`src/rtl/wimax_cc_pkg.sv`:
```
// Shared constants for the WiMAX K=7 convolutional encoder with puncturing.
// Rate codes, generator polynomials and per-rate puncture patterns.
package wimax_cc_pkg;

   typedef enum logic [1:0] {
      RATE_1_2 = 2'd0,
      RATE_2_3 = 2'd1,
      RATE_3_4 = 2'd2,
      RATE_5_6 = 2'd3
   } rate_e;

   localparam int unsigned K_DEF        = 7;
   localparam int unsigned TAIL_LEN_DEF = 8;

   // Generator taps, MSB applies to the current input bit u.
   localparam logic [6:0] G1 = 7'o171;
   localparam logic [6:0] G2 = 7'o133;

   // Bit i of a mask corresponds to puncture phase i.
   function automatic logic [4:0] punct_x_mask(input rate_e r);
      case (r)
         RATE_1_2: punct_x_mask = 5'b00001;
         RATE_2_3: punct_x_mask = 5'b00001;
         RATE_3_4: punct_x_mask = 5'b00101;
         RATE_5_6: punct_x_mask = 5'b10101;
         default:  punct_x_mask = 5'b00001;
      endcase
   endfunction

   function automatic logic [4:0] punct_y_mask(input rate_e r);
      case (r)
         RATE_1_2: punct_y_mask = 5'b00001;
         RATE_2_3: punct_y_mask = 5'b00011;
         RATE_3_4: punct_y_mask = 5'b00011;
         RATE_5_6: punct_y_mask = 5'b01011;
         default:  punct_y_mask = 5'b00001;
      endcase
   endfunction

   function automatic logic [2:0] punct_period(input rate_e r);
      case (r)
         RATE_1_2: punct_period = 3'd1;
         RATE_2_3: punct_period = 3'd2;
         RATE_3_4: punct_period = 3'd3;
         RATE_5_6: punct_period = 3'd5;
         default:  punct_period = 3'd1;
      endcase
   endfunction

endpackage

```
`src/rtl/cc_punct_enc_if.sv`:
```
// Bit-serial input and output handshake of the punctured convolutional encoder.
interface cc_punct_enc_if;

   logic       in_bit;
   logic       in_valid;
   logic       in_last;
   logic       in_ready;
   logic [1:0] rate;
   logic       out_bit;
   logic       out_valid;
   logic       out_last;

   modport master (
      output in_bit, in_valid, in_last, rate,
      input  in_ready, out_bit, out_valid, out_last
   );

   modport slave (
      input  in_bit, in_valid, in_last, rate,
      output in_ready, out_bit, out_valid, out_last
   );

endinterface

```
`src/rtl/conv_enc_core.sv`:
```
// K=7 shift-register encoder core: combinational X/Y from {u, s0..s5}.
// clear_i makes the step see an all-zero history (start of burst).
module conv_enc_core
   import wimax_cc_pkg::*;
#(
   parameter int unsigned K = K_DEF
) (
   input  logic         clk,
   input  logic         reset,
   input  logic         clear_i,
   input  logic         step_i,
   input  logic         u_i,
   output logic         x_o,
   output logic         y_o,
   output logic [K-2:0] state_o
);

   // s_q[K-2] is s0 (most recent bit), s_q[0] is the oldest.
   logic [K-2:0] s_q, s_d, s_eff;
   logic [K-1:0] d;

   always_comb begin
      s_eff = clear_i ? '0 : s_q;
      d     = {u_i, s_eff};
      x_o   = ^(d & G1[K-1:0]);
      y_o   = ^(d & G2[K-1:0]);
      s_d   = s_eff;
      if (step_i) begin
         s_d = {u_i, s_eff[K-2:1]};
      end
   end

   always_ff @(posedge clk or posedge reset) begin
      if (reset) begin
         s_q <= '0;
      end else begin
         s_q <= s_d;
      end
   end

   assign state_o = s_q;

endmodule

```
`src/rtl/cc_punct_enc.sv`:
```
// Bit-serial K=7 convolutional encoder with zero tail and puncturing.
// Coded bits pass through a 2-entry buffer; out_bit is registered.
module cc_punct_enc
   import wimax_cc_pkg::*;
#(
   parameter int unsigned TAIL_LEN = TAIL_LEN_DEF,
   parameter int unsigned K        = K_DEF
) (
   input  logic          clk,
   input  logic          reset,
   cc_punct_enc_if.slave bus_io
);

   localparam int unsigned TailW = $clog2(TAIL_LEN + 1);

   typedef enum logic [1:0] {StIdle, StData, StTail, StDrain} state_e;

   state_e           state_q, state_d;
   rate_e            rate_q, rate_d, rate_cur;
   logic [2:0]       phase_q, phase_d, phase_cur, phase_nxt;
   logic [TailW-1:0] tail_cnt_q, tail_cnt_d;
   logic [1:0]       pend_q, pend_d;
   logic [1:0]       buf_q, buf_d;
   logic             out_bit_q, out_bit_d;
   logic             out_valid_q, out_valid_d;
   logic             out_last_q, out_last_d;

   logic             can_step, in_ready, xfer, first, tail_step, step;
   logic             enc_u, enc_x, enc_y, keep_x, keep_y;
   logic [4:0]       xmask, ymask;
   logic [3:0]       seq;
   logic [1:0]       cnt;
   logic [K-2:0]     enc_state;

   // With at most one bit pending, a step adding two bits cannot overflow.
   assign can_step  = (pend_q <= 2'd1);
   assign in_ready  = ((state_q == StIdle) || (state_q == StData)) && can_step;
   assign xfer      = bus_io.in_valid && in_ready;
   assign first     = (state_q == StIdle) && xfer;
   assign tail_step = (state_q == StTail) && can_step;
   assign step      = xfer || tail_step;
   assign enc_u     = (state_q == StTail) ? 1'b0 : bus_io.in_bit;

   assign rate_cur  = first ? rate_e'(bus_io.rate) : rate_q;
   assign phase_cur = first ? 3'd0 : phase_q;
   assign xmask     = punct_x_mask(rate_cur);
   assign ymask     = punct_y_mask(rate_cur);
   assign keep_x    = step && xmask[phase_cur];
   assign keep_y    = step && ymask[phase_cur];

   conv_enc_core #(
      .K (K)
   ) u_core (
      .clk     (clk),
      .reset   (reset),
      .clear_i (first),
      .step_i  (step),
      .u_i     (enc_u),
      .x_o     (enc_x),
      .y_o     (enc_y),
      .state_o (enc_state)
   );

   // Pending bits first, then kept X, then kept Y; seq[0] goes out this clock.
   always_comb begin
      seq = {2'b00, buf_q & {pend_q == 2'd2, pend_q != 2'd0}};
      cnt = pend_q;
      if (keep_x) begin
         seq = seq | ({3'b000, enc_x} << cnt);
         cnt = cnt + 2'd1;
      end
      if (keep_y) begin
         seq = seq | ({3'b000, enc_y} << cnt);
         cnt = cnt + 2'd1;
      end
      out_valid_d = (cnt != 2'd0);
      out_bit_d   = seq[0];
      buf_d       = seq[2:1];
      pend_d      = out_valid_d ? (cnt - 2'd1) : 2'd0;

      phase_nxt = phase_cur + 3'd1;
      phase_d   = phase_q;
      if (step) begin
         phase_d = (phase_nxt == punct_period(rate_cur)) ? 3'd0 : phase_nxt;
      end
   end

   always_comb begin
      state_d    = state_q;
      rate_d     = rate_q;
      tail_cnt_d = tail_cnt_q;
      out_last_d = 1'b0;
      unique case (state_q)
         StIdle: begin
            if (xfer) begin
               rate_d     = rate_cur;
               tail_cnt_d = '0;
               state_d    = bus_io.in_last ? StTail : StData;
            end
         end
         StData: begin
            if (xfer && bus_io.in_last) begin
               tail_cnt_d = '0;
               state_d    = StTail;
            end
         end
         StTail: begin
            if (tail_step) begin
               tail_cnt_d = tail_cnt_q + TailW'(1);
               if (tail_cnt_q == TailW'(TAIL_LEN - 1)) begin
                  // Skip DRAIN when this step leaves nothing buffered.
                  if (cnt == 2'd1) begin
                     out_last_d = 1'b1;
                     state_d    = StIdle;
                  end else begin
                     state_d = StDrain;
                  end
               end
            end
         end
         StDrain: begin
            if (pend_q == 2'd1) begin
               out_last_d = 1'b1;
               state_d    = StIdle;
            end
         end
         default: state_d = StIdle;
      endcase
   end

   always_ff @(posedge clk or posedge reset) begin
      if (reset) begin
         state_q     <= StIdle;
         rate_q      <= RATE_1_2;
         phase_q     <= '0;
         tail_cnt_q  <= '0;
         pend_q      <= '0;
         buf_q       <= '0;
         out_bit_q   <= 1'b0;
         out_valid_q <= 1'b0;
         out_last_q  <= 1'b0;
      end else begin
         state_q     <= state_d;
         rate_q      <= rate_d;
         phase_q     <= phase_d;
         tail_cnt_q  <= tail_cnt_d;
         pend_q      <= pend_d;
         buf_q       <= buf_d;
         out_bit_q   <= out_bit_d;
         out_valid_q <= out_valid_d;
         out_last_q  <= out_last_d;
      end
   end

   // The zero tail flushes the register, so outside a burst the history is clean.
   always_ff @(posedge clk) begin
      if (!reset && ((state_q == StDrain) || (state_q == StIdle))) begin
         assert (enc_state == '0);
      end
   end

   assign bus_io.in_ready  = in_ready;
   assign bus_io.out_bit   = out_bit_q;
   assign bus_io.out_valid = out_valid_q;
   assign bus_io.out_last  = out_last_q;

endmodule

```
`src/flat_wrapper.sv`:
```
// flat-port wrapper written by rule: the top's interface ports become plain ports
module cc_punct_enc_flat import wimax_cc_pkg::*;
#(
   parameter int unsigned TAIL_LEN = TAIL_LEN_DEF,
   parameter int unsigned K        = K_DEF
)
  (clk, reset, bus_io_in_bit, bus_io_in_valid, bus_io_in_last, bus_io_rate, bus_io_in_ready, bus_io_out_bit, bus_io_out_valid, bus_io_out_last);
  cc_punct_enc_if bus_io_i ();
  input  logic clk;
  input  logic reset;
  input wire logic [$bits(bus_io_i.in_bit)-1:0] bus_io_in_bit;
  input wire logic [$bits(bus_io_i.in_valid)-1:0] bus_io_in_valid;
  input wire logic [$bits(bus_io_i.in_last)-1:0] bus_io_in_last;
  input wire logic [$bits(bus_io_i.rate)-1:0] bus_io_rate;
  output wire logic [$bits(bus_io_i.in_ready)-1:0] bus_io_in_ready;
  output wire logic [$bits(bus_io_i.out_bit)-1:0] bus_io_out_bit;
  output wire logic [$bits(bus_io_i.out_valid)-1:0] bus_io_out_valid;
  output wire logic [$bits(bus_io_i.out_last)-1:0] bus_io_out_last;
  assign bus_io_i.in_bit = bus_io_in_bit;
  assign bus_io_i.in_valid = bus_io_in_valid;
  assign bus_io_i.in_last = bus_io_in_last;
  assign bus_io_i.rate = bus_io_rate;
  assign bus_io_in_ready = bus_io_i.in_ready;
  assign bus_io_out_bit = bus_io_i.out_bit;
  assign bus_io_out_valid = bus_io_i.out_valid;
  assign bus_io_out_last = bus_io_i.out_last;
  cc_punct_enc #(.TAIL_LEN(TAIL_LEN), .K(K)) u_core (.clk(clk), .reset(reset), .bus_io(bus_io_i));
endmodule
```
`config.mk`:
```
export PLATFORM = sky130hd
export DESIGN_NAME = cc_punct_enc_flat
export DESIGN_NICKNAME = d
export VERILOG_FILES = /design/src/rtl/wimax_cc_pkg.sv /design/src/rtl/cc_punct_enc_if.sv /design/src/rtl/conv_enc_core.sv /design/src/rtl/cc_punct_enc.sv /design/src/flat_wrapper.sv
export SDC_FILE = /design/constraint.sdc
export NUM_CORES = 1
export LEC_CHECK = 0
export BUFFER_PORTS_ARGS = -buffer_cell sky130_fd_sc_hd__buf_2
export CORE_ASPECT_RATIO = 1.2
export CORE_UTILIZATION = 50
export DETAILED_ROUTE_END_ITERATION = 7
export MAX_ROUTING_LAYER = met4
export PLACE_DENSITY = 0.7
export RECOVER_POWER = 100
export SLEW_MARGIN = 20
export SYNTH_ARGS = -nofsm -noshare
export SYNTH_HDL_FRONTEND = slang
export SYNTH_SLANG_ARGS = --single-unit
```
`constraint.sdc`:
```
create_clock -name clk -period 3.3 [get_ports clk]
set_input_delay 0 -clock clk [delete_from_list [all_inputs] [get_ports clk]]
set_output_delay 0 -clock clk [all_outputs]
set_load 0.01 [all_outputs]
```
==> results.sh, run 1 <==
export IMPL_htreeDepth=1
export IMPL_antenna_found_initial=0
export IMPL_max_slew_margin_pct=38.2
export IMPL_drc=0
export IMPL_cts_tree="done"
export IMPL_hold_viol_final=0
export IMPL_grt_overflow_total=0
export IMPL_row_count=22
export IMPL_yosys_area_top_type_share_pct=35.8
export IMPL_worstMarginPinSlew_ps=926
export IMPL_reg2reg_slack_ps=210
export IMPL_grt_max_degree=25
export IMPL_first_pass_iters=6
export IMPL_cts_made_buffers=3
export IMPL_cp_max_fo=4
export IMPL_ir_drop_uv=700
export IMPL_final_nets=224
export IMPL_fin_crit_sh_pct=93.5
export IMPL_route_met2_wl_mm=1.73
export IMPL_track_usage_pct=24.3
export IMPL_max_cap_violations=0
export IMPL_ff2ff_path_depth=16
export IMPL_cts_root_buf="clkbuf_4"
export IMPL_synth_area_leaders="dfrtp_1 36%, nand2_1 7.6%, ha_1 6.7%"
export IMPL_portBuffers=10
export IMPL_io_pin_count=11
export IMPL_vias=1367
export IMPL_synthesis_area_um2=1680
export IMPL_synth_seq_cells=24
export IMPL_synth_flop_cell="dfrtp_1"
export IMPL_synth_cell_types=46
export IMPL_fmax_mhz=324
export IMPL_synth_seq_area_share_pct=35.8
export IMPL_routed_wl_met3_um=70
export IMPL_antenna_left=0
export IMPL_rsz0062_at_grt="false"
export IMPL_path_class="register to register"
export IMPL_cp_start_kind="register"
export IMPL_clk_latency_ps=320
export IMPL_clk_path_buf_depth=2
export IMPL_syn_instance_count=188
export IMPL_antenna_cells=0
export IMPL_fin_area_um2=1830
export IMPL_required_ps=3530
export IMPL_reg2reg_from="u_core.pend_q[1]"
export IMPL_period_needed_ps=3090
export IMPL_drive_gt1_share_pct=17.0
export IMPL_setup_violations=0
export IMPL_p_leak_uw=0.000850
export IMPL_crit_path_end="u_core.buf_q[1]"
export IMPL_syn_to_final_growth_pct=8.80
export IMPL_grt_pass1_vias=1408
export IMPL_cts_sinks=24
export IMPL_clk_pin_slew_worst_paths_ps=130
export IMPL_crit_path_start="u_core.pend_q[1]"
export IMPL_dieArea_um2=3590
export IMPL_power_density_nw_per_um2=1070
export IMPL_report_final_slew_viol_count=0
export IMPL_wl_mm=3.45
export IMPL_place_area_um2=1770
export IMPL_yosysWarnings=0
export IMPL_r2r_end="u_core.buf_q[1]"
export IMPL_synthArstFlopShare_pct=100
export IMPL_grt_first_pass_wirelength_mm=6.17
export IMPL_hpwl_mm=2.60
export IMPL_cp_end_kind="register"
export IMPL_core_um2=3140
export IMPL_die_width_um=54.9
export IMPL_crit_arrival_ps=3320
export IMPL_die_h_um=65.5
export IMPL_synth_nets=204
export IMPL_status="finished, final reports clean"
export IMPL_place_congestion=0.963
export IMPL_hp_class="input port to register"
export IMPL_finalClockSkew_ps=6.72
export IMPL_drt_iter0_markers=22
export IMPL_routedWlPerCell_um=14.2
export IMPL_initial_core_util_pct=53.5
export IMPL_synth_edff_count=0
export IMPL_drt_met1_wl_mm=1.57
export IMPL_yosys_area_top_type="dfrtp_1"
export IMPL_routed_via_density=5.65
export IMPL_setup_tns_final_ps=0
export IMPL_dr_max_layer_used="met4"
export IMPL_avgSynthCellArea_um2=8.92
[per-layer routing]
layer	up-vias	GRT usage, %
met4	0	10.9
met5	-	-
li1	682	-
met3	9	3.01
met1	654	28.7
met2	22	39.9
[critical path, stage by stage, from the launching register on]
cell and delay, ps:
dfrtp_1 400, inv_1 110, ha_1 250, nor2b_4 70, nor3_2 240, nand2_1 110, nand2_1 130, inv_1 90
ha_1 200, a211o_1 310, a21oi_1 170, a21oi_2 70, nor2_1 100, buf_4 140, o21ai_2 90, mux2_2 290
o32ai_2 230
[power by group]
| part | leakage (uW) | total [uW] | internal (uW) | switching (uW) |
|---|---|---|---|---|
| logic | 0.000523 | 1310 | 573 | 737 |
| clock network | 0.0000138 | 128 | 42.8 | 85.6 |
| registers | 0.000314 | 509 | 414 | 95.0 |
| total | 0.000850 | 1950 | 1030 | 917 |
[cells in the final DEF, fill, tap and decap left out, drive strengths merged, types with 2 or more instances in the layout]
| master | n |
|---|---|
| xor2 | 2 |
| xnor2 | 9 |
| nor2b | 3 |
| o21ai | 10 |
| dfrtp | 24 |
| a211oi | 2 |
| inv | 13 |
| mux4 | 2 |
| nor3 | 4 |
| mux2 | 2 |
| clkbuf | 9 |
| or2b | 3 |
| nand2b | 3 |
| a21o | 3 |
| a31o | 2 |
| a22o | 3 |
| nand2 | 34 |
| a211o | 2 |
| a21oi | 16 |
| nor2 | 14 |
| buf | 12 |
| ha | 9 |
| dlygate4sd3 | 4 |
| mux2i | 2 |
| nand3 | 4 |
[worst min-delay path by stage]
stage,start,end,slack (ps),cells after the start
floorplan,reset,u_core.buf_q[0],10,1
global placement,reset,u_core.tail_cnt_q[2],240,2
detailed placement,reset,u_core.u_core.state_o[2],250,2
CTS,bus_io_in_last,u_core.state_q[0],40,4
global route,bus_io_in_last,u_core.state_q[0],80,4
finish,bus_io_in_last,u_core.state_q[0],50,4
[what timing repair did]
action	4_1_cts	5_1_grt
endpoints found under the setup margin	0	4
setup buffers	0	0
gates resized for setup	0	3
hold endpoints to repair	27	0
hold buffers	4	0
[cell usage after synthesis (3+ instances only)]
cell / instances
a21o_1: 3
a21oi_1: 15
a22o_1: 3
buf_6: 3
clkbuf_1: 3
dfrtp_1: 24
ha_1: 9
inv_1: 13
nand2_1: 34
nand2b_1: 3
nand3_1: 4
nor2_1: 14
nor3_1: 3
o21ai_0: 9
xnor2_1: 9
[area by class of cell]
cell class | instances | area, um^2
well taps | 36 | 45.0
repair buffers | 22 | 138
fillers | 326 | 1310
inverters | 13 | 48.8
flip-flops and latches | 24 | 601
multi-input cells | 144 | 971
clock buffers | 3 | 22.5
[registers in the layout (all words and copies together) (netlist names)]
name,flops
u_core.tail_cnt_q,4
u_core.buf_q,2
u_core.bus_io.out_valid,1
u_core.rate_q,2
u_core.bus_io.out_last,1
u_core.pend_q,2
u_core.u_core.state_o,6
u_core.state_q,2
u_core.bus_io.out_bit,1
u_core.phase_q,3
[cell families (layout without fill, tap and decap cells)]
family / Yosys count / in the layout / synth area share (%)
AO/OA/AOI/OAI: 47 / 47 / 19.9
XOR/XNOR: 11 / 11 / 5.74
adder cells (fa/ha/maj): 9 / 9 / 6.71
buffers and inverters: 20 / 38 / 6.41
flip-flops: 24 / 24 / 35.8
multiplexers: 6 / 6 / 5.22
AND/OR/NAND/NOR: 71 / 71 / 20.2
[metrics by stage]
stage          instances  worst slack (ps)  power (uW)  hold slack, ps  utilization (%)
2_1_floorplan        188               135        1550            14.6                -
3_3_place_gp         235               312        1780             235             56.5
3_5_place_dp         235               182        1830             251             56.5
4_1_cts              242               171        1970            38.0             58.5
5_1_grt              242              31.9        2140            84.7             58.2
6_report             242               215        1950            49.7             58.2
Note: power is estimated with default switching activity, not from simulation.
==> inputs of run 2 (changes only) <==
- BUFFER_PORTS_ARGS: -buffer_cell sky130_fd_sc_hd__buf_2 -> default
- DONT_BUFFER_PORTS: default -> 1
- PLACE_DENSITY: 0.7 -> 0.68
- SKIP_CTS_REPAIR_TIMING: default -> 1
==> run 2 against run 1 <==
Effect of this change:
- final cell count down 2.9%
- clock skew is 4.5 ps lower
- die area unchanged
- largest cell class unchanged
- largest power group unchanged
- highest routed layer unchanged
==> results.sh, run 2 (same netlist as run 1, synthesis figures left out) <==
export IMPL_largest_reg_flops=6
export IMPL_power_share_sequential_pct=26.7
export IMPL_dieArea_um2=3590
export IMPL_cts_root_buf="clkbuf_4"
export IMPL_cp_end_kind="register"
export IMPL_grt_max_degree=25
export IMPL_post_place_cells=226
export IMPL_core_um2=3140
export IMPL_clk_path_buf_depth=2
export IMPL_crit_buf_inv=2
export IMPL_power_density_nw_per_um2=1090
export IMPL_die_width_um=54.9
export IMPL_initial_core_util_pct=53.5
export IMPL_drive_gt1_share_pct=13.1
export IMPL_hpwl_mm=2.68
export IMPL_path_class="register to register"
export IMPL_crit_arrival_ps=3250
export IMPL_cp_cell_sequence="inv_1 > ha_1 > nor2b_4 > or3_1 > nand2_1 > nand2_1 > ha_1 > nand2b_1 > a21oi_1 > a21oi_1 > buf_4 > nor2b_1 > a21oi_1 > o22ai_1 > a31o_2"
export IMPL_drt_iter0_markers=20
export IMPL_max_slew_margin_pct=38.1
export IMPL_antenna_left=0
export IMPL_fin_hold_ws_ps=67.1
export IMPL_crit_family="simple AND/OR/NAND/NOR gates"
export IMPL_antenna_cells=0
export IMPL_final_nets=216
export IMPL_pre_cts_slack_ps=247
export IMPL_routedWlPerCell_um=15.1
export IMPL_drt_met1_wl_mm=1.55
export IMPL_first_pass_iters=4
export IMPL_grt_overflow_total=0
export IMPL_wl_mm=3.55
export IMPL_crit_top_cell="a21oi_1"
export IMPL_mostFrequentLayoutCell="nand2_1"
export IMPL_clk_latency_ps=310
export IMPL_cp_start_kind="register"
export IMPL_fin_crit_sh_pct=91.8
export IMPL_routed_via_density=5.74
export IMPL_most_common_layout_cells="34 x nand2_1, 24 x dfrtp_1, 16 x a21oi_1"
export IMPL_status="finished, final reports clean"
export IMPL_finalClockSkew_ps=2.22
export IMPL_dr_max_layer_used="met4"
export IMPL_htreeDepth=1
export IMPL_grt_pass1_vias=1352
export IMPL_reg2reg_from="u_core.pend_q[1]"
export IMPL_critPathSlowestCell="dfrtp_1"
export IMPL_cts_sinks=24
export IMPL_clk_pin_slew_worst_paths_ps=140
export IMPL_switching_share_pct=46.5
export IMPL_crit_path_start="u_core.pend_q[1]"
export IMPL_die_h_um=65.5
export IMPL_fmax_mhz=330
export IMPL_portBuffers=0
export IMPL_cts_made_buffers=3
export IMPL_ir_drop_uv=687
export IMPL_comb_power_share_pct=65.2
export IMPL_p_clk_share_pct=8.1
export IMPL_vias=1349
export IMPL_hold_viol_final=0
export IMPL_report_final_slew_viol_count=0
export IMPL_row_count=22
export IMPL_rsz0062_at_grt="false"
export IMPL_setup_violations=0
export IMPL_cp_slowest_stage_delay_ps=400
export IMPL_cts_tree="done"
export IMPL_p_leak_uw=0.000836
export IMPL_syn_to_final_growth_pct=6.71
export IMPL_drc=0
export IMPL_internal_power_uw=1050
export IMPL_required_ps=3520
export IMPL_io_pin_count=11
export IMPL_routed_wl_met3_um=35
export IMPL_cp_max_fo=6
export IMPL_antenna_found_initial=0
export IMPL_netSwitchingPower_uw=909
export IMPL_hold_start="bus_io_in_last"
export IMPL_setup_tns_final_ps=0
export IMPL_stdcell_count=235
export IMPL_worstMarginPinSlew_ps=927
export IMPL_hp_class="input port to register"
export IMPL_route_met2_wl_mm=1.95
export IMPL_place_congestion=0.879
export IMPL_grt_first_pass_wirelength_mm=5.75
export IMPL_period_needed_ps=3030
export IMPL_track_usage_pct=22.3
export IMPL_max_cap_violations=0
export IMPL_layout_setup_ws_ps=270
export IMPL_fill_cells=311
[run 2: cell types whose count changed in the layout (fill, tap and decap cells not counted), moves of 3 or more]
cell,delta
a21oi_1,+3
a21oi_2,-3
buf_2,-6
clkbuf_1,-4
[run 2: worst register-to-register path, stage by stage, from the launching register on]
cell	delay (ps)
dfrtp_1	400
inv_1	90
ha_1	230
nor2b_4	70
or3_1	380
nand2_1	100
nand2_1	110
ha_1	210
nand2b_1	140
a21oi_1	150
a21oi_1	150
buf_4	200
nor2b_1	190
a21oi_1	170
o22ai_1	100
a31o_2	230
[run 2: layer usage]
| metal | GRT usage, % | vias to the layer above |
|---|---|---|
| met2 | 41.3 | 9 |
| met5 | - | - |
| met4 | 6.09 | 0 |
| met1 | 24.0 | 672 |
| met3 | 2.31 | 2 |
| li1 | - | 666 |
[run 2: power groups by stage]
stage,clock (uW),sequential (uW),combinational [uW]
2_1_floorplan,0,504,1050
3_3_place_gp,0,521,1250
3_5_place_dp,0,524,1300
4_1_cts,165,518,1310
5_1_grt,176,535,1420
6_report,158,523,1270
[run 2: path summary, 6_finish.rpt]
kind	to	slack, ps	depth (start not counted)
setup / recovery	u_core.bus_io.out_bit	270	15
hold / removal	u_core.tail_cnt_q[0]	70	3
setup reg to reg	u_core.bus_io.out_bit	270	15
hold reg to reg	u_core.rate_q[0]	500	2
max in group asynchronous	u_core.bus_io.out_valid	2420	2
min in group asynchronous	u_core.tail_cnt_q[0]	320	2
[run 2: area by class of cell]
type                       instances  area (um^2)  area share [%]
clock buffer                       4         36.3            2.03
inverter                          13         48.8            2.73
multi-input combinational        144          950            53.0
sequential                        24          601            33.5
tap                               36         45.0            2.52
timing repair buffer              14          110            6.15
[run 2: metrics by stage]
step / total power (uW) / area [um^2] / util, %
detailed placement: 1830 / 1730 / 55.2
finish: 1960 / 1790 / 57.1
CTS: 1990 / 1770 / 56.3
floorplan: 1550 / 1680 / -
global placement: 1770 / 1730 / 55.2
global route: 2130 / 1790 / 57.1
